File: config.mk
export PLATFORM = sky130hd
export DESIGN_NAME = hv_timing_gen
export DESIGN_NICKNAME = d
export VERILOG_FILES = /design/src/rtl/hv_timing_gen.sv
export SDC_FILE = /design/constraint.sdc
export NUM_CORES = 1
export LEC_CHECK = 0
export BUFFER_PORTS_ARGS = -buffer_cell sky130_fd_sc_hd__buf_2
export CAP_MARGIN = 10
export CORE_UTILIZATION = 58
export CTS_BUF_LIST = sky130_fd_sc_hd__clkbuf_8
export CTS_CLUSTER_SIZE = 30
export DETAILED_ROUTE_END_ITERATION = 8
export PLACE_DENSITY_LB_ADDON = 0.08
export SYNTH_ARGS = -nofsm -noshare
export SYNTH_HDL_FRONTEND = slang
export SYNTH_SLANG_ARGS = --single-unit
File: constraint.sdc
create_clock -name MCLK -period 2.8 [get_ports MCLK]
set_input_delay 0.28 -clock MCLK [delete_from_list [all_inputs] [get_ports MCLK]]
set_output_delay 0.28 -clock MCLK [all_outputs]
set_load 0.02 [all_outputs]
File: src/rtl/hv_timing_gen.sv
// Parametrised raster timing generator: pixel/line counters, blanking, active-low syncs,
// frame-start strobe and blanked RGB, with per-frame latched signed sync offsets.
module hv_timing_gen #(
    parameter int H_ACTIVE     = 336,
    parameter int H_TOTAL      = 456,
    parameter int H_SYNC_START = 360,
    parameter int H_SYNC_WIDTH = 24,
    parameter int V_ACTIVE     = 240,
    parameter int V_TOTAL      = 262,
    parameter int V_SYNC_START = 240,
    parameter int V_SYNC_WIDTH = 3,
    parameter int HW           = 9,
    parameter int VW           = 9,
    parameter int OFFS_W       = 5,
    parameter int H_OFFS_STEP  = 2,
    parameter int V_OFFS_STEP  = 1,
    parameter int LEAD         = 1,
    parameter int RGB_W        = 8
) (
    input  logic              MCLK,
    input  logic              RESET,
    input  logic              PCE,
    input  logic [OFFS_W-1:0] HOFFS,
    input  logic [OFFS_W-1:0] VOFFS,
    input  logic [RGB_W-1:0]  iRGB,
    output logic [HW-1:0]     HPOS,
    output logic [VW-1:0]     VPOS,
    output logic [RGB_W-1:0]  oRGB,
    output logic              HBLK,
    output logic              VBLK,
    output logic              HSYN,
    output logic              VSYN,
    output logic              FSTART
);

    localparam logic signed [HW+1:0] H_SS   = (HW+2)'(H_SYNC_START);
    localparam logic signed [HW+1:0] H_STEP = (HW+2)'(H_OFFS_STEP);
    localparam logic signed [HW+1:0] H_SWID = (HW+2)'(H_SYNC_WIDTH);
    localparam logic signed [HW+1:0] H_MIN  = (HW+2)'(H_ACTIVE);
    localparam logic signed [HW+1:0] H_MAX  = (HW+2)'(H_TOTAL - H_SYNC_WIDTH);
    localparam logic signed [VW+1:0] V_SS   = (VW+2)'(V_SYNC_START);
    localparam logic signed [VW+1:0] V_STEP = (VW+2)'(V_OFFS_STEP);
    localparam logic signed [VW+1:0] V_SWID = (VW+2)'(V_SYNC_WIDTH);
    localparam logic signed [VW+1:0] V_MIN  = (VW+2)'(V_ACTIVE);
    localparam logic signed [VW+1:0] V_MAX  = (VW+2)'(V_TOTAL - V_SYNC_WIDTH);

    logic [HW-1:0]     hcnt_q, hcnt_d;
    logic [VW-1:0]     vcnt_q, vcnt_d;
    logic [OFFS_W-1:0] hoffs_l_q, hoffs_l_d;
    logic [OFFS_W-1:0] voffs_l_q, voffs_l_d;
    logic              hblk_q, hblk_d;
    logic              vblk_q, vblk_d;
    logic              hsyn_q, hsyn_d;
    logic              vsyn_q, vsyn_d;
    logic [RGB_W-1:0]  rgb_q, rgb_d;
    logic              fstart_q, fstart_d;

    logic              h_last, v_last, frame_wrap;
    logic signed [HW+1:0] hoffs_sx, hs_raw, hs_b, hcnt_sx;
    logic signed [VW+1:0] voffs_sx, vs_raw, vs_b, vcnt_sx;
    logic [HW:0]       hpos_sum;

    assign h_last     = (hcnt_q == HW'(H_TOTAL - 1));
    assign v_last     = (vcnt_q == VW'(V_TOTAL - 1));
    assign frame_wrap = h_last && v_last;

    assign hoffs_sx = {{(HW+2-OFFS_W){hoffs_l_q[OFFS_W-1]}}, hoffs_l_q};
    assign voffs_sx = {{(VW+2-OFFS_W){voffs_l_q[OFFS_W-1]}}, voffs_l_q};
    assign hcnt_sx  = {2'b00, hcnt_q};
    assign vcnt_sx  = {2'b00, vcnt_q};
    assign hs_raw   = H_SS + hoffs_sx * H_STEP;
    assign vs_raw   = V_SS + voffs_sx * V_STEP;

    // Sync start is clamped so the pulse never enters the active area or spills past the line/frame end.
    always_comb begin
        hs_b = hs_raw;
        if (hs_raw < H_MIN) hs_b = H_MIN;
        else if (hs_raw > H_MAX) hs_b = H_MAX;
        vs_b = vs_raw;
        if (vs_raw < V_MIN) vs_b = V_MIN;
        else if (vs_raw > V_MAX) vs_b = V_MAX;
    end

    always_comb begin
        hcnt_d    = hcnt_q;
        vcnt_d    = vcnt_q;
        hoffs_l_d = hoffs_l_q;
        voffs_l_d = voffs_l_q;
        hblk_d    = hblk_q;
        vblk_d    = vblk_q;
        hsyn_d    = hsyn_q;
        vsyn_d    = vsyn_q;
        rgb_d     = rgb_q;
        fstart_d  = 1'b0;
        if (PCE) begin
            hcnt_d = h_last ? '0 : hcnt_q + 1'b1;
            if (h_last) vcnt_d = v_last ? '0 : vcnt_q + 1'b1;
            if (frame_wrap) begin
                hoffs_l_d = HOFFS;
                voffs_l_d = VOFFS;
                fstart_d  = 1'b1;
            end
            hblk_d = (hcnt_q >= HW'(H_ACTIVE));
            vblk_d = (vcnt_q >= VW'(V_ACTIVE));
            hsyn_d = !((hcnt_sx >= hs_b) && (hcnt_sx < hs_b + H_SWID));
            vsyn_d = !((vcnt_sx >= vs_b) && (vcnt_sx < vs_b + V_SWID));
            rgb_d  = ((hcnt_q >= HW'(H_ACTIVE)) || (vcnt_q >= VW'(V_ACTIVE))) ? '0 : iRGB;
        end
    end

    always_ff @(posedge MCLK) begin
        if (RESET) begin
            hcnt_q    <= '0;
            vcnt_q    <= '0;
            hoffs_l_q <= HOFFS;
            voffs_l_q <= VOFFS;
            hblk_q    <= 1'b1;
            vblk_q    <= 1'b1;
            hsyn_q    <= 1'b1;
            vsyn_q    <= 1'b1;
            rgb_q     <= '0;
            fstart_q  <= 1'b0;
        end else begin
            hcnt_q    <= hcnt_d;
            vcnt_q    <= vcnt_d;
            hoffs_l_q <= hoffs_l_d;
            voffs_l_q <= voffs_l_d;
            hblk_q    <= hblk_d;
            vblk_q    <= vblk_d;
            hsyn_q    <= hsyn_d;
            vsyn_q    <= vsyn_d;
            rgb_q     <= rgb_d;
            fstart_q  <= fstart_d;
        end
    end

    // Fetch column leads the counter and wraps modulo the line length.
    assign hpos_sum = {1'b0, hcnt_q} + (HW+1)'(LEAD);
    assign HPOS     = (hpos_sum >= (HW+1)'(H_TOTAL)) ? HW'(hpos_sum - (HW+1)'(H_TOTAL))
                                                     : hpos_sum[HW-1:0];
    assign VPOS     = vcnt_q;
    assign oRGB     = rgb_q;
    assign HBLK     = hblk_q;
    assign VBLK     = vblk_q;
    assign HSYN     = hsyn_q;
    assign VSYN     = vsyn_q;
    assign FSTART   = fstart_q;

endmodule
# Word-level counts from Yosys, hierarchy flattened
# Cells that the tools add are included.
[op_classes]
n_eq_ne = 2
n_addsub = 8
n_lt_le_gt_ge = 11
mux = 15
n_reduce_logical = 11
bitwise_logic = 1
[ops]
columns = ["cell", "n"]
rows = [
  ["11-bit two-way mux", 4],
  ["5-bit two-way mux", 6],
  ["9-bit two-way mux", 3],
  ["10-bit by 11-bit >= comparator with 1-bit output", 2],
  ["10-bit by 11-bit < comparator with 1-bit output", 2],
  ["9-bit by 1-bit adder with 9-bit output (second input constant)", 2],
  ["9-bit equality test (second input constant)", 2],
  ["10-bit by 6-bit adder with 11-bit output (first input constant)", 1],
  ["11-bit by 3-bit adder with 11-bit output (second input constant)", 1],
  ["11-bit by 6-bit adder with 11-bit output (second input constant)", 1],
  ["11-bit by 10-bit greater-than comparator with 1-bit output (second input constant)", 1],
  ["11-bit by 10-bit < comparator with 1-bit output (second input constant)", 1],
  ["9-bit by 1-bit adder with 10-bit output (second input constant)", 1],
  ["9-bit by 5-bit adder with 10-bit output (first input constant)", 1],
  ["10-bit by 9-bit >= comparator with 1-bit output (second input constant)", 1],
  ["10-bit greater-than comparator (second input constant)", 1],
  ["10-bit by 9-bit < comparator with 1-bit output (second input constant)", 1],
  ["9-bit by 8-bit >= comparator with 1-bit output (second input constant)", 1],
  ["9-bit >= comparator (second input constant)", 1],
  ["9-bit subtractor (second input constant)", 1],
  ["8-bit two-way mux", 1],
  ["2-bit AND reduction", 2],
  ["2-bit nonzero test", 2],
  ["1-bit logical AND", 3],
  ["5 further kinds", 6],
]
[word_totals]
regBits = 41
output_inout_bits = 31
in_bits = 21

# Longest topological paths before layout
# Gate-level depths: netlist (run 1).
[logic_depth]
ltp_word = 8
mapped_depth = 12

# Worst setup path after synthesis (run 1)
# OpenSTA, ideal clock, no wires.
[synth_timing]
path_type = "register -> output"
start = "register hcnt_q[0]"
end = "output HPOS[7]"
t_arrival_ns = 2.413
required_time_ns = 2.520
n_path_buf = 1
slack_ns = 0.107
path_stages_with_launch = 11
path_cell_list = "dfxtp_1 -> ha_1 -> buf_2 -> nand3_1 -> xor2_1 -> ha_1 -> a32oi_1 -> nor2_1 -> a2111oi_0 -> mux2_2 -> o31ai_1"
[synth_via]
elab_chain_cells = 3
word_cells_on_any_way = 4
[synth_lines]
columns = ["item", "line", "rtl"]
rows = [
  ["from (decl)", "47", "logic [HW-1:0] hcnt_q, hcnt_d;"],
  ["from (signal assigned)", "124", "hcnt_q <= hcnt_d;"],
  ["9-bit by 1-bit adder with 10-bit output (*)", "138", "assign hpos_sum = {1'b0, hcnt_q} + (HW+1)'(LEAD);"],
  ["9-bit subtractor or 10-bit by 9-bit >= comparator with 1-bit output (tied branches)", "139", "assign HPOS = (hpos_sum >= (HW+1)'(H_TOTAL)) ? HW'(hpos_sum - (HW+1)'(H_TOTAL))"],
  ["9-bit two-way mux (*)", "139", ""],
  ["to (decl)", "26", "output logic [HW-1:0] HPOS,"],
]
# Mark *: on every way between the ends. The rest lies on a longest branch, timed or not.

# Worst setup path after layout (run 1)
[layout_timing]
start = "register hcnt_q[0]"
end = "output HPOS[5]"
# Same word-level chain as after synthesis.

==> summary.txt, run 1 <==
Routing
  • Antenna viol nets, final: 0
  • Via count: 2569
  • DRT iter0 DRCs: 175
  • WL per Instance: 14.7 µm
  • Routed vias/inst: 5.81
  • DRC Markers: 0
  • First drt pass iteration count: 4
  • Drt total wl: 6520 µm

Clocking
  • CTS buffer count: 5
  • Clock root buffer master: clkbuf_8
  • CTS tree: yes
  • CTS Sinks: 41
  • Clk buf depth: 2
  • Worst-path clk slew: 0.08 ns
  • Latest clock arrival within the worst-skew pair: 0.30 ns
  • Hold buffers post-CTS: 0
  • H-tree depth: 2

Power
  • Power per cell area: 392 mW/mm²
  • Combinational power share: 15.1%
  • Sequential share of power: 48.9%
  • Maximum vdd drop: 0.000339 V
  • Internal power: 0.000975 W
  • P_leak: 1.53 nW
  • Clock share of power: 35.9%
  • Switching power: 0.000338 W
  • Switching Fraction: 25.7%

Worst setup path
  • Critical Path, Cell by Cell: buf_4, buf_4, and4_1, and4_1, o21a_2, o221ai_4, o32a_2, buf_2
  • Top delay family on crit path: compound AO/OA/AOI/OAI gates
  • Worst Setup SP: hcnt_q[0]$_SDFFE_PP0P_
  • Worst EP arrival: 2.43 ns
  • Worst path depth: 8
  • Setup crit end: HPOS[5]
  • Critical path fanouts, max: 7
  • Setup CP Type: flop to output port
  • CP Capture Type: output port
  • Worst R2R Start: hoffs_l_q[2]$_DFFE_PP_
  • RR Endpoint: HSYN$_SDFFE_PP1P_
  • Buf/Inv on CP: 3
  • Slowest stage delay, CP: 0.39 ns
  • Critical Path Start Type: flop
  • Crit path required time: 2.52 ns
  • R2R depth: 12
  • CP max-delay cell: o32a_2
  • R2r setup slk: 0.14 ns

Synthesis
  • Yosys warning count: 0
  • Asr flop ratio synth: 0%
  • Synth Instances: 319
  • Sequential area share after synthesis: 32.2%
  • Mapped Nets: 378
  • Library cells used by synthesis: 61
  • Register bit count reported by yosys: 41
  • Post-synth top flop: dfxtp_1
  • Post-synth EDFFs: 10
  • Mapped Area: 0.00286 mm²
  • Mean Syn Cell Area: 8.96 µm²

Placed design
  • DP Area: 0.00319 mm²
  • Hpwl dp: 4780 µm
  • IO buf count: 51
  • Gpl congestion: 0.881
  • DP Cell Count: 432
  • Place WS: 0.115 ns

Layout
  • Final Non-Filler Cells: 442
  • Share of cells above drive strength 1: 24.5%
  • Fin nets: 433
  • Layout Cell Area excl Fill: 0.00335 mm²
  • Final core utilization: 70.8%
  • Area growth syn-to-layout: 17.1%
  • Antenna Cells: 0

STA
  • Slew @ Worst Pin: 0.661 ns
  • RSZ-0062 raised after global routing: no
  • Worst slew margin: 55.9%
  • Max Transition Viols Final: 0
  • Period minus WS final: 2.71 ns
  • Tcrit/Tclk final: 96.7%
  • Final hold vios: 0
  • Setup ws final: 0.0932 ns
  • Max Clock Freq: 369 MHz
  • Clock skew: 0.00440 ns
  • Final Setup Violations: 0
  • Setup TNS: 0 ns

Die
  • Core area: 0.00472 mm²
  • Effective utilization at floorplan: 60.5%
  • I/O pin total: 52
  • Chip Width: 72.2 µm
  • # rows: 25
  • Die area: 0.00521 mm²
  • Die H: 72.2 µm

Global route
  • Largest net degree at the start of global routing: 26
  • Overflow after GRT: 0
  • Global-route wire length before repair: 10600 µm
  • Vias in the first global route: 2384
  • Antenna violations before repair: 0
  • Aggregate global-route resource usage: 25.5%

Job
  • Max cap viols: 0

Worst hold path
  • Hold Crit Class: input pin to flop

Run status
  • Status: completed
-- cells in the mapped netlist, drive strengths merged (5+ instances only) --
master,count,area share (%)
ha,38,17
nor2,38,5.0
dfxtp,31,22
a21oi,19,3.3
inv,18,2.4
nand2,16,2.1
nand3,14,2.5
edfxtp,10,11
xor2,10,3.1
a22oi,9,2.4
buf,9,2.1
nand4,8,1.8
o21a,7,1.9
o21ai,7,1.2
xnor2,7,2.1
a31oi,6,1.3
clkbuf,6,0.79
and2,5,1.2
nand2b,5,1.1
-- routing by layer --
metal | vias to the layer above | wire [µm] | track usage (%)
met4 | 0 | 93 | 9.15
met3 | 11 | 224 | 2.92
li1 | 1277 | - | -
met2 | 64 | 3270 | 45.4
met5 | - | 0 | 0
met1 | 1217 | 2930 | 31.8
-- cell type report --
type,instances,area [µm²]
fillers,397,1380
flip-flops and latches,41,923
multi-input cells,245,1820
well taps,67,83.8
inverters,18,67.6
clock buffers,5,68.8
repair buffers,63,345
clock inverters,3,41.3
-- through the flow --
stage	total power [W]	hold slack (ns)
2_1_floorplan	0.000788	0.379
3_3_place_gp	0.000843	0.447
3_5_place_dp	0.000850	0.454
4_1_cts	0.00132	0.152
5_1_grt	0.00137	0.150
6_report	0.00131	0.153
-- worst register-to-register path, delay by kind of cell (launching register included) --
kind	cells	cell delay (ns)
compound gates	6	0.96
fa+ha+maj	3	0.75
flops	1	0.45
simple gates	3	0.39
-- kinds of logic (layout without fill, tap and decap cells) --
group / count (synthesis) / in the layout / synth area share, %
AND/OR/NAND/NOR: 114 / 114 / 21.5
AO/OA/AOI/OAI: 73 / 73 / 18.0
flip-flops: 41 / 41 / 32.2
adder cells (fa/ha/maj): 39 / 39 / 17.0
buffers and inverters: 33 / 89 / 5.25
XOR/XNOR: 17 / 17 / 5.21
multiplexers: 2 / 2 / 0.744
-- layout by cell type, fill, tap and decap left out, types with 2 or more instances in the layout --
| cell type | count |
|---|---|
| ha_1 | 36 |
| nor2_1 | 38 |
| and2_1 | 3 |
| xor2_1 | 10 |
| nand2b_1 | 5 |
| buf_4 | 12 |
| nand3b_1 | 2 |
| a211oi_1 | 2 |
| and4_1 | 2 |
| clkbuf_8 | 5 |
| a22oi_1 | 9 |
| nor4_1 | 2 |
| a311oi_1 | 3 |
| o21a_1 | 6 |
| dfxtp_2 | 2 |
| nand3_1 | 14 |
| a21o_1 | 2 |
| or3_1 | 2 |
| o31ai_1 | 2 |
| and3_1 | 2 |
| nand4_1 | 8 |
| a31oi_1 | 6 |
| o2111ai_1 | 2 |
| nor3_1 | 4 |
| o22ai_1 | 2 |
| buf_2 | 51 |
| dfxtp_1 | 29 |
| nor4b_1 | 2 |
| nand2_1 | 16 |
| a211o_1 | 2 |
| edfxtp_1 | 10 |
| xnor2_1 | 7 |
| a21oi_1 | 19 |
| o21ai_0 | 6 |
| and3_2 | 2 |
| inv_1 | 18 |
-- flip-flops by register name (all words and copies together), names as in the netlist --
register,cells
hoffs_l_q,5
voffs_l_q,5
HSYN,1
hcnt_q,9
FSTART,1
VSYN,1
VPOS,9
oRGB,8
VBLK,1
HBLK,1
-- power by group through the flow --
stage | Sequential, W | Combinational [W] | Clock (W)
floorplan | 0.000665 | 0.000124 | 0
global placement | 0.000654 | 0.000188 | 0
detailed placement | 0.000655 | 0.000194 | 0
CTS | 0.000641 | 0.000198 | 0.000479
global route | 0.000645 | 0.000224 | 0.000499
finish | 0.000642 | 0.000199 | 0.000472
-- how the worst min path moves through the flow --
stage          slack [ns]                     end  cells past startpoint               from
6_report             0.15  hoffs_l_q[2]$_DFFE_PP_                      1           HOFFS[2]
5_1_grt              0.15  voffs_l_q[4]$_DFFE_PP_                      1           VOFFS[4]
4_1_cts              0.15  hoffs_l_q[0]$_DFFE_PP_                      1           HOFFS[0]
3_5_place_dp         0.45       HBLK$_SDFFE_PP1P_                      1  HBLK$_SDFFE_PP1P_
3_3_place_gp         0.45       HBLK$_SDFFE_PP1P_                      1  HBLK$_SDFFE_PP1P_
2_1_floorplan        0.38       HBLK$_SDFFE_PP1P_                      1              RESET
-- what timing repair did --
| item | 4_1_cts | 5_1_grt |
|---|---|---|
| buffers inserted | 2 | 0 |
| setup endpoints to repair | 2 | 2 |
| pin swaps | 0 | 1 |
| resized for setup | 6 | 3 |
| endpoints found under the hold margin | 0 | 0 |
(Power assumes the default switching activity.)
==> run 2, diff against run 1 <==
==> constraint.sdc (replaced) <==
create_clock -name MCLK -period 2.8 [get_ports MCLK]
set_input_delay 0 -clock MCLK [delete_from_list [all_inputs] [get_ports MCLK]]
set_output_delay 0 -clock MCLK [all_outputs]
set_load 0.02 [all_outputs]
==> run 2 against run 1 <==
  * Wire length is 6.9% higher
  * Cell area is 4.9% higher
  * Clock skew is 0.0069 ns higher
  * First-iteration DRC count is 6.9% lower
  * Critical path type unchanged
  * Largest cell class unchanged
  * Largest power group unchanged
==> summary.txt, run 2 (synthesized netlist as in run 1, its figures left out) <==
STA
  • Tcrit/Tclk final: 94.5% (-2.2 points)
  • Slew @ Worst Pin: 0.673 ns (+0.0115 ns)
  • Final hold vios: 0 (unchanged)
  • Worst slew margin: 54.8% (-1.1 points)
  • Clock skew: 0.0113 ns (+0.00691 ns)
  • Period minus WS final: 2.65 ns (-0.0615 ns)
  • Max Transition Viols Final: 0 (unchanged)
  • Final Setup Violations: 0 (unchanged)
  • RSZ-0062 raised after global routing: no
  • Setup TNS: 0 ns (unchanged)
  • Max Clock Freq: 378 MHz (+2.3%)

Run status
  • Status: completed

Worst setup path
  • Critical Path Start Type: flop
  • Worst Setup SP: hcnt_q[2]$_SDFFE_PP0P_
  • RR Endpoint: HSYN$_SDFFE_PP1P_
  • CP Capture Type: output port
  • Setup crit end: HPOS[7]
  • R2R depth: 9 (-3)
  • Critical Path, Cell by Cell: and3_2, xnor2_1, ha_1, a32oi_1, nor2_1, a2111oi_2, mux2_2, o31ai_1, buf_2
  • R2r setup slk: 0.21 ns (+0.07 ns)
  • Setup CP Type: flop to output port
  • Slowest stage delay, CP: 0.44 ns (+0.05 ns)
  • Critical path fanouts, max: 6 (-1)
  • CP max-delay cell: dfxtp_1
  • Crit path required time: 2.80 ns (+0.28 ns)
  • Worst EP arrival: 2.65 ns (+0.22 ns)
  • Worst R2R Start: hoffs_l_q[2]$_DFFE_PP_

Clocking
  • H-tree depth: 2 (unchanged)
  • Clock root buffer master: clkbuf_8
  • CTS buffer count: 5 (unchanged)
  • Worst-path clk slew: 0.09 ns (about the same)
  • CTS tree: yes
  • Latest clock arrival within the worst-skew pair: 0.30 ns (about the same)
  • Clk buf depth: 2 (unchanged)
  • CTS Sinks: 41 (unchanged)

Routing
  • First drt pass iteration count: 4 (unchanged)
  • Antenna viol nets, final: 0 (unchanged)
  • DRT iter0 DRCs: 163 (-6.9%)
  • DRC Markers: 0 (unchanged)
  • Routed vias/inst: 5.76 (-0.94%)
  • Drt total wl: 6970 µm (+6.9%)
  • Via count: 2637 (+2.6%)
  • WL per Instance: 15.2 µm (+3.2%)

Die
  • Chip Width: 72.2 µm (unchanged)
  • # rows: 25 (unchanged)
  • Effective utilization at floorplan: 60.5% (unchanged)
  • Core area: 0.00472 mm² (unchanged)
  • Die area: 0.00521 mm² (unchanged)
  • Die H: 72.2 µm (unchanged)
  • I/O pin total: 52 (unchanged)

Global route
  • Aggregate global-route resource usage: 27.6% (+2.1 points)
  • Largest net degree at the start of global routing: 26 (unchanged)
  • Antenna violations before repair: 0 (unchanged)
  • Overflow after GRT: 0 (unchanged)
  • Global-route wire length before repair: 11100 µm (+5.4%)
  • Vias in the first global route: 2420 (+1.5%)

Layout
  • Fin nets: 449 (+3.7%)
  • Commonest non-fill, non-tap cell in the layout: buf_2
  • Share of cells above drive strength 1: 23.0% (-1.5 points)
  • Final core utilization: 74.3% (+3.5 points)
  • Most frequent cells in the layout: 51 x buf_2, 37 x nor2_1, 36 x ha_1, 29 x dfxtp_1, 19 x a21oi_1
  • Antenna Cells: 0 (unchanged)
  • Area growth syn-to-layout: 22.9%

Power
  • P_leak: 1.59 nW (+4.2%)
  • Power per cell area: 383 mW/mm² (-2.4%)
  • Maximum vdd drop: 0.000321 V (-5.3%)

Job
  • Max cap viols: 0 (unchanged)

Placed design
  • IO buf count: 51 (unchanged)
  • Gpl congestion: 0.894 (+1.5%)
  • Hpwl dp: 4730 µm (-1.2%)

Worst hold path
  • Hold Crit Class: input pin to flop
[run 2: changes by cell type in the layout (fill, tap and decap cells not counted)]
cell,before,now
buf_4,12,10
a32oi_1,0,1
o21ai_0,6,7
a32oi_2,1,0
dlygate4sd3_1,0,18
nor2_2,0,1
dfxtp_4,0,2
nor2_1,38,37
dfxtp_2,2,0
o21ai_1,1,0
[run 2: final cells by class]
cell class	count	area [µm²]
clock inverters	3	41.3
well taps	67	83.8
fillers	374	1210
inverters	18	67.6
repair buffers	79	510
flip-flops and latches	41	928
multi-input cells	245	1810
clock buffers	5	68.8
[run 2: metrics by stage]
stage	setup WS (ns)	hold WS (ns)	cell area (µm²)	power, W	std cells
after CTS	0.0404	0.103	3480	0.00134	457
after detailed placement	0.146	0.178	3180	0.000850	431
after global placement	0.260	0.177	3180	0.000841	431
after floorplan	0.364	0.0986	2860	0.000788	319
after global routing	0.00383	0.136	3510	0.00141	458
final	0.155	0.119	3510	0.00134	458
[run 2: worst min-delay path by stage]
stage               depth (start not counted)  slack [ns]                     end  startpoint
finish                                      3        0.12  hcnt_q[7]$_SDFFE_PP0P_         PCE
global route                                2        0.14  hcnt_q[4]$_SDFFE_PP0P_       RESET
CTS                                         3        0.10  hcnt_q[7]$_SDFFE_PP0P_         PCE
detailed placement                          1        0.18  voffs_l_q[0]$_DFFE_PP_    VOFFS[0]
global placement                            1        0.18  voffs_l_q[4]$_DFFE_PP_    VOFFS[4]
floorplan                                   1         0.1       HBLK$_SDFFE_PP1P_       RESET
[run 2: report_power, final]
part | leakage (nW) | total, W | internal [W] | switching, W
logic | 1.19 | 0.000225 | 0.000103 | 0.000122
registers | 0.351 | 0.000644 | 0.000629 | 0.0000155
clock network | 0.0518 | 0.000475 | 0.000262 | 0.000213
total | 1.59 | 0.00134 | 0.000994 | 0.000350
[run 2: repair_timing]
action	4_1_cts	5_1_grt
setup endpoints to repair	1	2
pin swaps	0	0
resized for setup	3	6
hold endpoints to repair	18	0
buffers inserted	0	1
hold buffers	18	0
[run 2: worst max-delay path: cells and delay by family (launching register included)]
kind / cells / cell delay, ns
AO/OA/AOI/OAI: 3 / 0.63
multiplexers: 1 / 0.37
flip-flops: 1 / 0.44
XOR/XNOR: 1 / 0.11
adder cells (fa/ha/maj): 1 / 0.27
AND/OR/NAND/NOR: 2 / 0.33
buffers and inverters: 1 / 0.20
[run 2: metal layers]
| layer | share of wire, % | up-vias | global-route usage (%) | routed length, µm |
|---|---|---|---|---|
| met1 | 42 | 1224 | 35.4 | 2960 |
| li1 | - | 1311 | - | - |
| met5 | 0 | - | 0 | 0 |
| met3 | 4.3 | 18 | 4.03 | 300 |
| met4 | 2.5 | 0 | 11.1 | 172 |
| met2 | 51 | 84 | 46.7 | 3530 |
==> run 3, diff against run 2 <==
- RECOVER_POWER: unset -> 25
- SLEW_MARGIN: unset -> 20
==> run 3 against run 2 <==
  * Cell count stayed put
  * Combinational power about the same
  * Non-clock buffer count unchanged
  * Utilization shrank 0.26 points
  * Maximum frequency barely moved
  * Wire length about the same
  * Clock-buffer cell count unchanged
  * Sequential share of layout area grew 0.095 points
  * Critical path type unchanged
  * Critical endpoint unchanged
==> summary.txt, run 3 (synthesized netlist as in run 1, its figures left out) <==
Run status
  • Status: completed

Die
  • Effective utilization at floorplan: 60.5% (unchanged)
  • # rows: 25 (unchanged)
  • Die area: 0.00521 mm² (unchanged)
  • I/O pin total: 52 (unchanged)
  • Die H: 72.2 µm (unchanged)
  • Core area: 0.00472 mm² (unchanged)
  • Chip Width: 72.2 µm (unchanged)

STA
  • Clock skew: 0.00901 ns (-0.00230 ns)
  • Period minus WS final: 2.64 ns (-0.000775 ns)
  • Slew @ Worst Pin: 0.668 ns (-0.00442 ns)
  • Max Clock Freq: 378 MHz (about the same)
  • Worst slew margin: 55.1% (+0.30 points)
  • Tcrit/Tclk final: 94.4% (about the same)
  • Final Setup Violations: 0 (unchanged)
  • Max Transition Viols Final: 0 (unchanged)
  • RSZ-0062 raised after global routing: no
  • Setup TNS: 0 ns (unchanged)
  • Final hold vios: 0 (unchanged)

Power
  • P_leak: 1.56 nW (-2.3%)
  • Clock share of power: 35.3% (about the same)
  • Switching power: 0.000348 W (-0.62%)
  • Combinational power share: 16.7% (about the same)
  • Sequential share of power: 48.1% (+0.2 points)
  • Switching Fraction: 26.0% (-0.080 points)
  • Power per cell area: 383 mW/mm² (about the same)
  • Internal power: 0.000992 W (-0.21%)
  • Total power: 0.00134 W (-0.32%)
  • Maximum vdd drop: 0.000321 V (+0.14%)

Clocking
  • CTS buffer count: 5 (unchanged)
  • CTS tree: yes
  • H-tree depth: 2 (unchanged)
  • Latest clock arrival within the worst-skew pair: 0.29 ns (about the same)
  • Worst-path clk slew: 0.08 ns (about the same)
  • Clk buf depth: 2 (unchanged)
  • Clock root buffer master: clkbuf_8
  • CTS Sinks: 41 (unchanged)

Routing
  • Antenna viol nets, final: 0 (unchanged)
  • First drt pass iteration count: 4 (unchanged)
  • Routed vias/inst: 5.73 (-0.53%)
  • Drt total wl: 6970 µm (about the same)
  • DRC Markers: 0 (unchanged)
  • WL per Instance: 15.2 µm (about the same)
  • DRT iter0 DRCs: 167 (+2.5%)
  • Via count: 2623 (-0.53%)

Layout
  • Area growth syn-to-layout: 22.4%
  • Commonest non-fill, non-tap cell in the layout: buf_2
  • Share of cells above drive strength 1: 20.5% (-2.6 points)
  • Register area: 928 µm² (unchanged)
  • Antenna Cells: 0 (unchanged)
  • Multi-input logic area: 0.00181 mm² (unchanged)
  • Most frequent cells in the layout: 41 x buf_2, 37 x nor2_1, 36 x ha_1, 29 x dfxtp_1, 19 x a21oi_1
  • Fillers: 378 (+1.1%)
  • Fin nets: 449 (unchanged)

Worst setup path
  • Setup CP Type: flop to output port
  • Critical path fanouts, max: 6 (unchanged)
  • Crit path required time: 2.80 ns (about the same)
  • Critical Path Start Type: flop
  • Worst EP arrival: 2.64 ns (about the same)
  • CP Capture Type: output port

Global route
  • Antenna violations before repair: 0 (unchanged)
  • Global-route wire length before repair: 11100 µm (unchanged)
  • Aggregate global-route resource usage: 27.6% (unchanged)
  • Largest net degree at the start of global routing: 26 (unchanged)
  • Vias in the first global route: 2420 (unchanged)
  • Overflow after GRT: 0 (unchanged)

Placed design
  • Gpl congestion: 0.894 (unchanged)
  • Hpwl dp: 4730 µm (unchanged)
  • IO buf count: 51 (unchanged)

Worst hold path
  • Hold Crit Class: input pin to flop

Job
  • Max cap viols: 0 (unchanged)
run 3: metrics by stage:
step | setup slack (ns) | std cells | hold WS (ns) | utilization (%) | instance area, µm²
finish | 0.155 | 458 | 0.125 | 74.1 | 3500
global route | 0.00383 | 458 | 0.136 | 74.1 | 3500
CTS | 0.0404 | 457 | 0.103 | 73.6 | 3480
detailed placement | 0.146 | 431 | 0.178 | 67.4 | 3180
global placement | 0.260 | 431 | 0.177 | 67.4 | 3180
floorplan | 0.364 | 319 | 0.0986 | - | 2860
run 3: what timing repair did:
action / in CTS / in global routing
hold buffers: 18 / 0
buffers inserted: 0 / 1
endpoints found under the hold margin: 18 / 0
pin swaps: 0 / 0
gates resized for setup: 3 / 6
gates cloned: 0 / 0
endpoints found under the setup margin: 1 / 2
run 3: power groups by stage:
stage          Clock, W  Combinational [W]  Sequential, W
2_1_floorplan         0           0.000124       0.000665
3_3_place_gp          0           0.000184       0.000657
3_5_place_dp          0           0.000192       0.000658
4_1_cts        0.000486           0.000213       0.000644
5_1_grt        0.000507           0.000248       0.000648
6_report       0.000473           0.000223       0.000644
run 3: layer usage:
metal  wire, µm  GRT usage [%]  vias up
met5          0              0        -
met4        165           11.1        0
met3        228           4.03       16
met2       3550           46.7       67
met1       3020           35.4     1228
li1           -              -     1312
run 3: worst max-delay path, cell delays in order (launching register included):
cell	delay, ns
dfxtp_1	0.44
and3_2	0.26
xnor2_1	0.11
ha_1	0.27
a32oi_1	0.20
nor2_1	0.07
a2111oi_2	0.37
mux2_2	0.37
o31ai_1	0.06
buf_2	0.20
run 3: cell type report:
cell class,count,area share (%)
multi-input cells,245,51.8
clock inverters,3,1.18
repair buffers,79,14.2
well taps,67,2.40
flip-flops and latches,41,26.5
inverters,18,1.93
clock buffers,5,1.97
run 3: path summary, 6_finish.rpt:
check	startpoint	end	slack [ns]	cells past startpoint
hold reg to reg	HBLK$_SDFFE_PP1P_	HBLK$_SDFFE_PP1P_	0.48	1
setup / recovery	hcnt_q[2]$_SDFFE_PP0P_	HPOS[7]	0.16	9
setup reg to reg	hoffs_l_q[2]$_DFFE_PP_	HSYN$_SDFFE_PP1P_	0.21	9
hold / removal	PCE	hcnt_q[7]$_SDFFE_PP0P_	0.12	3
